`config.mk`:
```
export PLATFORM = sky130hd
export DESIGN_NAME = display_scan_controller_flat
export DESIGN_NICKNAME = d
export VERILOG_FILES = /design/src/rtl/display_scan_controller_pkg.sv /design/src/rtl/display_scan_controller_if.sv /design/src/rtl/display_scan_controller_scan_timer.sv /design/src/rtl/display_scan_controller.sv /design/src/flat_wrapper.sv
export SDC_FILE = /design/constraint.sdc
export NUM_CORES = 1
export LEC_CHECK = 0
export BUFFER_PORTS_ARGS = -buffer_cell sky130_fd_sc_hd__buf_2
export CORE_ASPECT_RATIO = 0.7
export CORE_UTILIZATION = 45
export DETAILED_ROUTE_END_ITERATION = 10
export GPL_TIMING_DRIVEN = 0
export PLACE_DENSITY_LB_ADDON = 0.08
export SLEW_MARGIN = 20
export SYNTH_ARGS = -nofsm -noshare
export SYNTH_HDL_FRONTEND = slang
export SYNTH_HIERARCHICAL = 1
export SYNTH_SLANG_ARGS = --single-unit
```
`constraint.sdc`:
```
create_clock -name clk -period 4.1 [get_ports clk]
set_input_delay 0.82 -clock clk [delete_from_list [all_inputs] [get_ports clk]]
set_output_delay 0.82 -clock clk [all_outputs]
set_load 0.05 [all_outputs]
```
`src/rtl/display_scan_controller_pkg.sv`:
```
// Shared types and constants for the seven-segment scan controller.
package display_scan_controller_pkg;

    // Scan sequencer states.
    typedef enum logic [1:0] {
        S_IDLE  = 2'd0,
        S_DWELL = 2'd1,
        S_GUARD = 2'd2
    } scan_state_e;

    localparam int NUM_DIGITS = 8;
    localparam int DIGIT_W    = 4;
    localparam int ANUM_W     = 3;
    localparam int BUF_W      = NUM_DIGITS * DIGIT_W;

    // Defaults for a 100 MHz clock: 1 ms per digit, 5 us blanking between digits.
    localparam int DEFAULT_DWELL_CYCLES = 100000;
    localparam int DEFAULT_GUARD_CYCLES = 500;
    localparam int DEFAULT_CNT_W        = 17;

endpackage

```
`src/rtl/display_scan_controller_if.sv`:
```
// Bus between the stopwatch/decoder side and the scan controller.
interface display_scan_controller_if;
    import display_scan_controller_pkg::*;

    logic                 enable;
    logic [BUF_W-1:0]     digits_in;
    logic                 load;
    logic [NUM_DIGITS-1:0] blank_mask;
    logic                 load_ack;
    logic [DIGIT_W-1:0]   v;
    logic [ANUM_W-1:0]    anum;
    logic                 blank;
    logic                 frame_done;

    // Client side: drives control and digit data, observes the scan outputs.
    modport master (
        output enable, digits_in, load, blank_mask,
        input  load_ack, v, anum, blank, frame_done
    );

    // Controller side.
    modport slave (
        input  enable, digits_in, load, blank_mask,
        output load_ack, v, anum, blank, frame_done
    );
endinterface

```
`src/rtl/display_scan_controller_scan_timer.sv`:
```
// Loadable down-counter shared by the DWELL and GUARD intervals.
// tc flags the terminal (zero) count this cycle; tc_next flags that the
// count about to be registered is terminal, so the owner can register
// outputs that line up with the terminal cycle.
module display_scan_controller_scan_timer #(
    parameter int CNT_W = 17
) (
    input  logic             clk,
    input  logic             reset,
    input  logic             load,
    input  logic [CNT_W-1:0] load_val,
    output logic             tc,
    output logic             tc_next
);

    localparam logic [CNT_W-1:0] ONE = CNT_W'(1);

    logic [CNT_W-1:0] cnt_q;
    logic [CNT_W-1:0] cnt_d;

    // Next count: reload, else count down and hold at zero.
    always_comb begin
        // NOTE: default assignment first so every path drives cnt_d and no latch is inferred.
        cnt_d = cnt_q;
        if (load) begin
            cnt_d = load_val;
        end else if (cnt_q != '0) begin
            cnt_d = cnt_q - ONE;
        end
    end

    // Count register.
    always_ff @(posedge clk or posedge reset) begin
        // NOTE: non-blocking assignments so every flop samples pre-edge values.
        if (reset) begin
            cnt_q <= '0;
        end else begin
            cnt_q <= cnt_d;
        end
    end

    assign tc      = (cnt_q == '0);
    assign tc_next = (cnt_d == '0);

endmodule

```
`src/rtl/display_scan_controller.sv`:
```
// Time-multiplexed scan sequencer for an 8-digit seven-segment display.
// Walks anum 0..7 with a blanked guard interval between digits. Digits are
// double-buffered: loads land in a shadow buffer that is committed to the
// scan buffer only at a frame boundary (or immediately while idle), so a
// displayed frame never mixes old and new digits.
module display_scan_controller
    import display_scan_controller_pkg::*;
#(
    parameter int DWELL_CYCLES = DEFAULT_DWELL_CYCLES,
    parameter int GUARD_CYCLES = DEFAULT_GUARD_CYCLES,
    parameter int CNT_W        = DEFAULT_CNT_W
) (
    input  logic                        clk,
    input  logic                        reset,
    display_scan_controller_if.slave    bus
);

    localparam bit                HAS_GUARD    = (GUARD_CYCLES > 0);
    localparam int                GUARD_LOAD_I = HAS_GUARD ? GUARD_CYCLES - 1 : 0;
    localparam logic [CNT_W-1:0]  DWELL_LOAD   = CNT_W'(DWELL_CYCLES - 1);
    localparam logic [CNT_W-1:0]  GUARD_LOAD   = CNT_W'(GUARD_LOAD_I);
    localparam logic [ANUM_W-1:0] LAST_DIGIT   = ANUM_W'(NUM_DIGITS - 1);
    localparam logic [ANUM_W-1:0] ANUM_ONE     = ANUM_W'(1);

    scan_state_e          state_q, state_d;
    logic [ANUM_W-1:0]    anum_q, anum_d;
    logic [BUF_W-1:0]     scan_buf_q, scan_buf_d;
    logic [BUF_W-1:0]     shadow_q, shadow_d;
    logic                 pending_q, pending_d;
    logic [DIGIT_W-1:0]   v_q, v_d;
    logic                 blank_q, blank_d;
    logic                 load_ack_q, load_ack_d;
    logic                 frame_done_q, frame_done_d;

    logic                 timer_load;
    logic [CNT_W-1:0]     timer_val;
    logic                 timer_tc;
    logic                 timer_tc_next;
    logic                 commit;

    display_scan_controller_scan_timer #(
        .CNT_W (CNT_W)
    ) u_timer (
        .clk      (clk),
        .reset    (reset),
        .load     (timer_load),
        .load_val (timer_val),
        .tc       (timer_tc),
        .tc_next  (timer_tc_next)
    );

    // Sequencer: digit index, state and interval timer reloads.
    always_comb begin
        state_d    = state_q;
        anum_d     = anum_q;
        timer_load = 1'b0;
        timer_val  = DWELL_LOAD;
        case (state_q)
            S_IDLE: begin
                anum_d = '0;
                if (bus.enable) begin
                    state_d    = S_DWELL;
                    timer_load = 1'b1;
                end
            end
            S_DWELL: begin
                if (timer_tc) begin
                    if (HAS_GUARD) begin
                        state_d    = S_GUARD;
                        timer_load = 1'b1;
                        timer_val  = GUARD_LOAD;
                    end else if (bus.enable) begin
                        anum_d     = anum_q + ANUM_ONE;
                        timer_load = 1'b1;
                    end else begin
                        state_d = S_IDLE;
                        anum_d  = '0;
                    end
                end
            end
            S_GUARD: begin
                if (timer_tc) begin
                    if (bus.enable) begin
                        state_d    = S_DWELL;
                        anum_d     = anum_q + ANUM_ONE;
                        timer_load = 1'b1;
                    end else begin
                        state_d = S_IDLE;
                        anum_d  = '0;
                    end
                end
            end
            default: begin
                state_d = S_IDLE;
                anum_d  = '0;
            end
        endcase
    end

    // Buffers and load handshake; frame_done_q marks the frame-boundary cycle.
    always_comb begin
        commit     = pending_q && (frame_done_q || (state_q == S_IDLE));
        scan_buf_d = commit ? shadow_q : scan_buf_q;
        shadow_d   = bus.load ? bus.digits_in : shadow_q;
        pending_d  = bus.load || (pending_q && !commit);
        load_ack_d = commit;
    end

    // Registered outputs, computed from the next-cycle view so they align with state_q.
    always_comb begin
        blank_d      = (state_d == S_DWELL) ? bus.blank_mask[anum_d] : 1'b1;
        v_d          = scan_buf_d[{anum_d, 2'b00} +: DIGIT_W];
        frame_done_d = (anum_d == LAST_DIGIT) && timer_tc_next &&
                       ((state_d == S_GUARD) || ((state_d == S_DWELL) && !HAS_GUARD));
    end

    // State, buffer and output registers.
    always_ff @(posedge clk or posedge reset) begin
        // NOTE: the digit buffers are reset too, so a reset always restarts from a blank, zeroed display.
        if (reset) begin
            state_q      <= S_IDLE;
            anum_q       <= '0;
            scan_buf_q   <= '0;
            shadow_q     <= '0;
            pending_q    <= 1'b0;
            v_q          <= '0;
            blank_q      <= 1'b1;
            load_ack_q   <= 1'b0;
            frame_done_q <= 1'b0;
        end else begin
            state_q      <= state_d;
            anum_q       <= anum_d;
            scan_buf_q   <= scan_buf_d;
            shadow_q     <= shadow_d;
            pending_q    <= pending_d;
            v_q          <= v_d;
            blank_q      <= blank_d;
            load_ack_q   <= load_ack_d;
            frame_done_q <= frame_done_d;
        end
    end

    assign bus.v          = v_q;
    assign bus.anum       = anum_q;
    assign bus.blank      = blank_q;
    assign bus.load_ack   = load_ack_q;
    assign bus.frame_done = frame_done_q;

endmodule

```
`src/flat_wrapper.sv`:
```
// flat-port wrapper written by rule: the top's interface ports become plain ports
module display_scan_controller_flat import display_scan_controller_pkg::*;
#(
    parameter int DWELL_CYCLES = DEFAULT_DWELL_CYCLES,
    parameter int GUARD_CYCLES = DEFAULT_GUARD_CYCLES,
    parameter int CNT_W        = DEFAULT_CNT_W
)
  (clk, reset, bus_enable, bus_digits_in, bus_load, bus_blank_mask, bus_load_ack, bus_v, bus_anum, bus_blank, bus_frame_done);
  display_scan_controller_if bus_i ();
  input  logic clk;
  input  logic reset;
  input wire logic [$bits(bus_i.enable)-1:0] bus_enable;
  input wire logic [$bits(bus_i.digits_in)-1:0] bus_digits_in;
  input wire logic [$bits(bus_i.load)-1:0] bus_load;
  input wire logic [$bits(bus_i.blank_mask)-1:0] bus_blank_mask;
  output wire logic [$bits(bus_i.load_ack)-1:0] bus_load_ack;
  output wire logic [$bits(bus_i.v)-1:0] bus_v;
  output wire logic [$bits(bus_i.anum)-1:0] bus_anum;
  output wire logic [$bits(bus_i.blank)-1:0] bus_blank;
  output wire logic [$bits(bus_i.frame_done)-1:0] bus_frame_done;
  assign bus_i.enable = bus_enable;
  assign bus_i.digits_in = bus_digits_in;
  assign bus_i.load = bus_load;
  assign bus_i.blank_mask = bus_blank_mask;
  assign bus_load_ack = bus_i.load_ack;
  assign bus_v = bus_i.v;
  assign bus_anum = bus_i.anum;
  assign bus_blank = bus_i.blank;
  assign bus_frame_done = bus_i.frame_done;
  display_scan_controller #(.DWELL_CYCLES(DWELL_CYCLES), .GUARD_CYCLES(GUARD_CYCLES), .CNT_W(CNT_W)) u_core (.clk(clk), .reset(reset), .bus(bus_i));
endmodule
```
# Word level (Yosys, flattened, before mapping)
# Cells that the tools add are included.
dict set report totals {
  ff_bits 94
  wordCells 50
}
dict set report classes {
  muxes 20
  n_eq_ne 5
  reduce_logical 11
  add_sub_neg 2
  shift 1
  magnitude_cmp 1
}
# operator count
set ops {}
lappend ops {{$mux 17} 4}
lappend ops {{$logic_not 17->1} 2}
lappend ops {{$mux 32} 1}
lappend ops {{$shiftx 32x6->4} 1}
lappend ops {{$reduce_bool 17->1} 1}
lappend ops {{$sub 17x1->17 const B} 1}
lappend ops {{$mux 1} 6}
lappend ops {{$mux 2} 3}
lappend ops {{$mux 3} 2}
lappend ops {{$pmux 2 s3} 1}
lappend ops {{$pmux 3 s2} 1}
lappend ops {{$eq 2x1->1 const B} 2}
lappend ops {{$eq 2x2->1 const B} 2}
lappend ops {{$logic_and 1x1->1} 4}
lappend ops {{$lt 3x4->1 const B} 1}
lappend ops {{$add 3x1->3 const B} 1}
lappend ops {{$bmux 1 s3} 1}
lappend ops {{$eq 3x3->1 const B} 1}
lappend ops {{$pmux 1 s3} 1}
lappend ops {{$logic_not 2->1} 1}
lappend ops {{$logic_or 1x1->1} 2}
lappend ops {{$logic_not 1->1} 1}

# Depth between registers and ports, before layout
dict set report logic_depth {
  depth_word 7
  mapped_depth 17
}

# Modules after synthesis
# Netlist, hierarchy kept.
# module cells_each area_each_um2 instances
set modules_own_cells {}
lappend modules_own_cells {display_scan_controller 234 3407.0 1}
lappend modules_own_cells {display_scan_controller_scan_timer 126 1078.5 1}

# Worst setup path after synthesis
# No wires, ideal clock.
dict set report synth_timing {
  path_type {register -> register}
  from {register u_core.u_timer.cnt_q[0]}
  to {register u_core.frame_done_q (netlist: u_core/bus.frame_done)}
  t_arrival_ns 3.231
  n_path_buf 2
  setup_time_ns 0.086
  synth_period_minus_slack_ns 3.317
  setup_slack_ns 0.783
  stages_incl_launch_ff 17
  required_ns 4.014
  path_cell_list {dfrtp_1 > inv_1 > ha_1 > nor4b_2 > nand4_1 > inv_1 > buf_2 > nand2_1 > a21oi_1 > clkbuf_1 > nor2_1 > a311o_1 > or4_1 > nor4_1 > and4_1 > nand2_1 > nor3_1}
}
dict set report synth_via {
  elab_chain_cells 7
}
# item line_no
set synth_lines {}
lappend synth_lines {{start, declared} display_scan_controller_scan_timer.sv:18} ;# logic [CNT_W-1:0] cnt_q;
lappend synth_lines {{start signal, assigned} display_scan_controller_scan_timer.sv:38} ;# cnt_q <= cnt_d;
lappend synth_lines {{$logic_not 17->1 (*)} display_scan_controller_scan_timer.sv:42} ;# assign tc = (cnt_q == '0);
lappend synth_lines {{named net u_core.timer_tc} display_scan_controller.sv:37} ;# logic timer_tc;
lappend synth_lines {{$mux 1 (on tied branches)} {display_scan_controller.sv:82, display_scan_controller.sv:67}}
lappend synth_lines {{$pmux 1 s3 (*)} display_scan_controller.sv:58} ;# case (state_q)
lappend synth_lines {{named net u_core.timer_load} display_scan_controller.sv:35} ;# logic timer_load;
lappend synth_lines {{$mux 17 (*)} display_scan_controller_scan_timer.sv:25} ;# if (load) begin
lappend synth_lines {{named net u_core.u_timer.cnt_d[13]} display_scan_controller_scan_timer.sv:19} ;# logic [CNT_W-1:0] cnt_d;
lappend synth_lines {{$logic_not 17->1 (*)} display_scan_controller_scan_timer.sv:43} ;# assign tc_next = (cnt_d == '0);
lappend synth_lines {{named net u_core.timer_tc_next} display_scan_controller.sv:38} ;# logic timer_tc_next;
lappend synth_lines {{$logic_and 1x1->1 (*) (2 in series)} display_scan_controller.sv:113} ;# frame_done_d = (anum_d == LAST_DIGIT) && timer_tc_next &&
lappend synth_lines {{named net u_core.frame_done_d} display_scan_controller.sv:33} ;# logic frame_done_q, frame_done_d;
lappend synth_lines {{end signal, assigned} display_scan_controller.sv:139} ;# frame_done_q <= frame_done_d;
lappend synth_lines {{end, declared} display_scan_controller.sv:33}
# The timed path passes the listed nets; every way through them passes the cells marked *.
# A chain may end at the register's enable or synchronous reset.

# Worst setup path after layout
# Ends and elaborated chain as after synthesis.

==> out/qor.csv <==
metric;value;unit
total count of max-transition violations in the final report;0;
Routed WL;9.330;mm
most common cell after layout, fill and taps aside;sky130_fd_sc_hd__dfrtp_1;
Distinct cells, synth;52;
initial standard-cell utilization of the core;46.32;%
Reg2Reg Launch Point;u_core/u_timer/cnt_q[0];
Hold WC Path Type;in -> async;
vias per inst;5.369;
PnR worst setup slack;0.3376;ns
peak supply drop;0.3338;mV
violation count after the first detailed-route iteration;127;
biggest area consumer among synthesized cells;sky130_fd_sc_hd__dfrtp_1;
Worst Path Class, Setup;reg -> reg;
I/O pins;54;
power per cell area;641.2;nW/µm²
DRC violation count after routing;0;
final worst clock skew;0.005926;ns
root buf cell;sky130_fd_sc_hd__clkbuf_16;
die width;121.3;µm
number of hold-slack violations in the final timing report;0;
Tcrit/Tclk final;91.77;%
count of inserted antenna diode cells;0;
Worst-path clk slew;0.07;ns
Critical Path End Type;register;
number of hold buffers added after CTS;0;
crit path launch type;register;
largest cells by area after synthesis;sky130_fd_sc_hd__dfrtp_1, sky130_fd_sc_hd__mux2_2, sky130_fd_sc_hd__mux4_2;
Setup violations, final;0;
Detailed Place HPWL;6.856;mm
async set-reset flop share out of synthesis;100.0;%
TritonCTS clock tree;yes;
number of buffers added by the clock tree synthesis step;9;
Routed Antenna Nets;0;
signed area change from the synthesized netlist to the final layout;18.16;%
number of max-capacitance violations reported;0;
total of flip-flops plus latches after synthesis;94;
weighted congestion at the end of routability-driven global placement;0.8380;
count of flip-flops with a built-in enable after synthesis;0;
Layout Cell Area excl Fill;5300;µm²
Die Area;10380;µm²
average detailed-routed wire length per instance;16.57;µm
run status;complete, no violations;
Core Rows;30;
antenna violations before repair;0;
# H-tree levels;3;
tightest slew margin relative to the limit;44.28;%
net count reported at finish;480;
static power due to leakage;2.316;nW
crit path launch;u_core/u_timer/cnt_q[0];
gate count after technology mapping;360;
top cell type's share of synthesized area;51.88;%
minimum period implied by the final worst setup slack;3.762;ns
placed instance count;546;
vias in the first global route;2987;
Worst EP required;4.34;ns
Setup WS pre-CTS;-0.1351;ns
post-synthesis area per instance;12.46;µm²
global-route usage over all layers;20.28;%
top fanout value on the critical path;10;
clock sinks;94;
number of input and output port buffers inserted;51;
CTS Buffer Depth;2;
worst endpoint data arrival time;4.01;ns
via total after detailed routing;3023;
Top FF cell, synth;sky130_fd_sc_hd__dfrtp_1;
number of cells in the finished layout apart from fillers;563;
sum of internal, switching and leakage power;0.003398;W
max frequency;0.2658;GHz
worst-margin pin slew;0.8341;ns
clock latency of the later-clocked register in the worst-skew pair;0.34;ns
Cell Area, Placed;4954;µm²
final global-route overflow total;0;
register area share after synthesis;52.47;%
most frequent cells in the layout;sky130_fd_sc_hd__dfrtp_1, sky130_fd_sc_hd__mux2_2, sky130_fd_sc_hd__buf_2, sky130_fd_sc_hd__nand2_1, sky130_fd_sc_hd__inv_1;
number of warnings issued by yosys;6;
area of the placeable core;9684;µm²
largest net degree at the start of global routing;50;
first-pass GRT wire length;15.75;mm
Syn Std Cell Area;4486;µm²
length of the first detailed-routing pass in iterations;4;
fraction of final layout cells sized beyond drive strength 1;41.38;%
die height;85.53;µm
[layer usage]
| layer | track usage [%] | vias up | share of wire (%) | wire length (µm) |
|---|---|---|---|---|
| li1 | - | 1444 | - | - |
| met1 | 32.54 | 1496 | 54 | 5032 |
| met3 | 4.854 | 5 | 4.6 | 432 |
| met4 | 5.724 | 0 | 0.76 | 71 |
| met2 | 26.70 | 78 | 41 | 3794 |
| met5 | 0 | - | 0 | 0 |
[cells by family (layout without fill, tap and decap cells)]
logic type	count (synthesis)	count (layout)	synth area share, %
buffers and inverters	34	103	3.849
adder cells (fa/ha/maj)	6	6	1.674
AO/OA/AOI/OAI	44	44	6.723
XOR/XNOR	5	5	0.9765
other	2	8	0.1674
flip-flops	94	94	52.47
multiplexers	89	89	23.26
AND/OR/NAND/NOR	86	86	10.88
[synthesized netlist by cell type (all sizes together), types with 3 or more instances]
cell type and instances:
o211ai 5, nor2 12, buf 10, a21oi 8, dfrtp 93, or4 6
and2 4, nand4 6, nor4 6, a21o 4, nand2 23, mux2i 3
xor2 3, o21ai 11, mux4 4, mux2 82, nand3 7, nor3 6
ha 6, clkbuf 8, nor2b 5, inv 16
[worst max-delay path: stages, from the launching register on]
cell,delay [ns]
sky130_fd_sc_hd__dfrtp_1,0.44
sky130_fd_sc_hd__inv_1,0.08
sky130_fd_sc_hd__ha_1,0.20
sky130_fd_sc_hd__nor4b_4,0.25
sky130_fd_sc_hd__nand4_1,0.17
sky130_fd_sc_hd__inv_1,0.15
sky130_fd_sc_hd__buf_2,0.21
sky130_fd_sc_hd__nand2_1,0.07
sky130_fd_sc_hd__a21oi_1,0.16
sky130_fd_sc_hd__clkbuf_2,0.22
sky130_fd_sc_hd__nor2_1,0.06
sky130_fd_sc_hd__a311o_1,0.37
sky130_fd_sc_hd__or4_1,0.59
sky130_fd_sc_hd__nor4_2,0.17
sky130_fd_sc_hd__and4_1,0.27
sky130_fd_sc_hd__nand2_1,0.06
sky130_fd_sc_hd__nor3_1,0.18
[what timing repair did]
action	in CTS	in global routing
resized for setup	1	6
pin swaps	1	0
setup endpoints to repair	1	1
buffers inserted	1	0
[stage by stage]
step | util (%) | setup TNS, ns | hold WS (ns)
6_report | 54.73 | 0 | 0.4800
5_1_grt | 54.73 | -0.009983 | 0.5003
4_1_cts | 54.55 | 0 | 0.4828
3_5_place_dp | 51.15 | -0.1351 | 0.4807
3_3_place_gp | 50.84 | -0.1137 | 0.4747
2_1_floorplan | - | 0 | 0.4666
[power by group]
part           switching (W)  internal, W  leakage (nW)
Clock               0.000367     0.000501         0.156
Sequential          0.000169      0.00123          1.11
Combinational       0.000590     0.000542          1.05
[layout make-up]
cell class	instances	area, µm²
well taps	128	160.2
repair buffers	53	290.3
fillers	843	4384
plain buffers	18	112.6
clock buffers	10	239.0
multi-input cells	238	2003
flip-flops and latches	94	2354
clock inverters	6	76.32
inverters	16	65.06
[state kept, by name, indices dropped and copies added (netlist names)]
register               cells
u_core/bus.anum            3
u_core/pending_q           1
u_core/shadow_q           32
u_core/bus.frame_done      1
u_core/scan_buf_q         32
u_core/bus.v               4
u_core/bus.blank           1
u_core/state_q             2
u_core/u_timer/cnt_q      17
u_core/bus.load_ack        1
[final timing paths]
kind                                    endpoint  slack (ns)  cells after the start
max                        u_core/bus.frame_done        0.34                     16
min                          u_core/shadow_q[12]        0.48                      2
max reg2reg                u_core/bus.frame_done        0.34                     16
min reg2reg                u_core/scan_buf_q[21]        0.49                      1
max in group asynchronous       u_core/bus.blank        2.99                      3
min in group clk           u_core/scan_buf_q[21]        0.49                      1
Note: power is estimated with default switching activity, not from simulation.
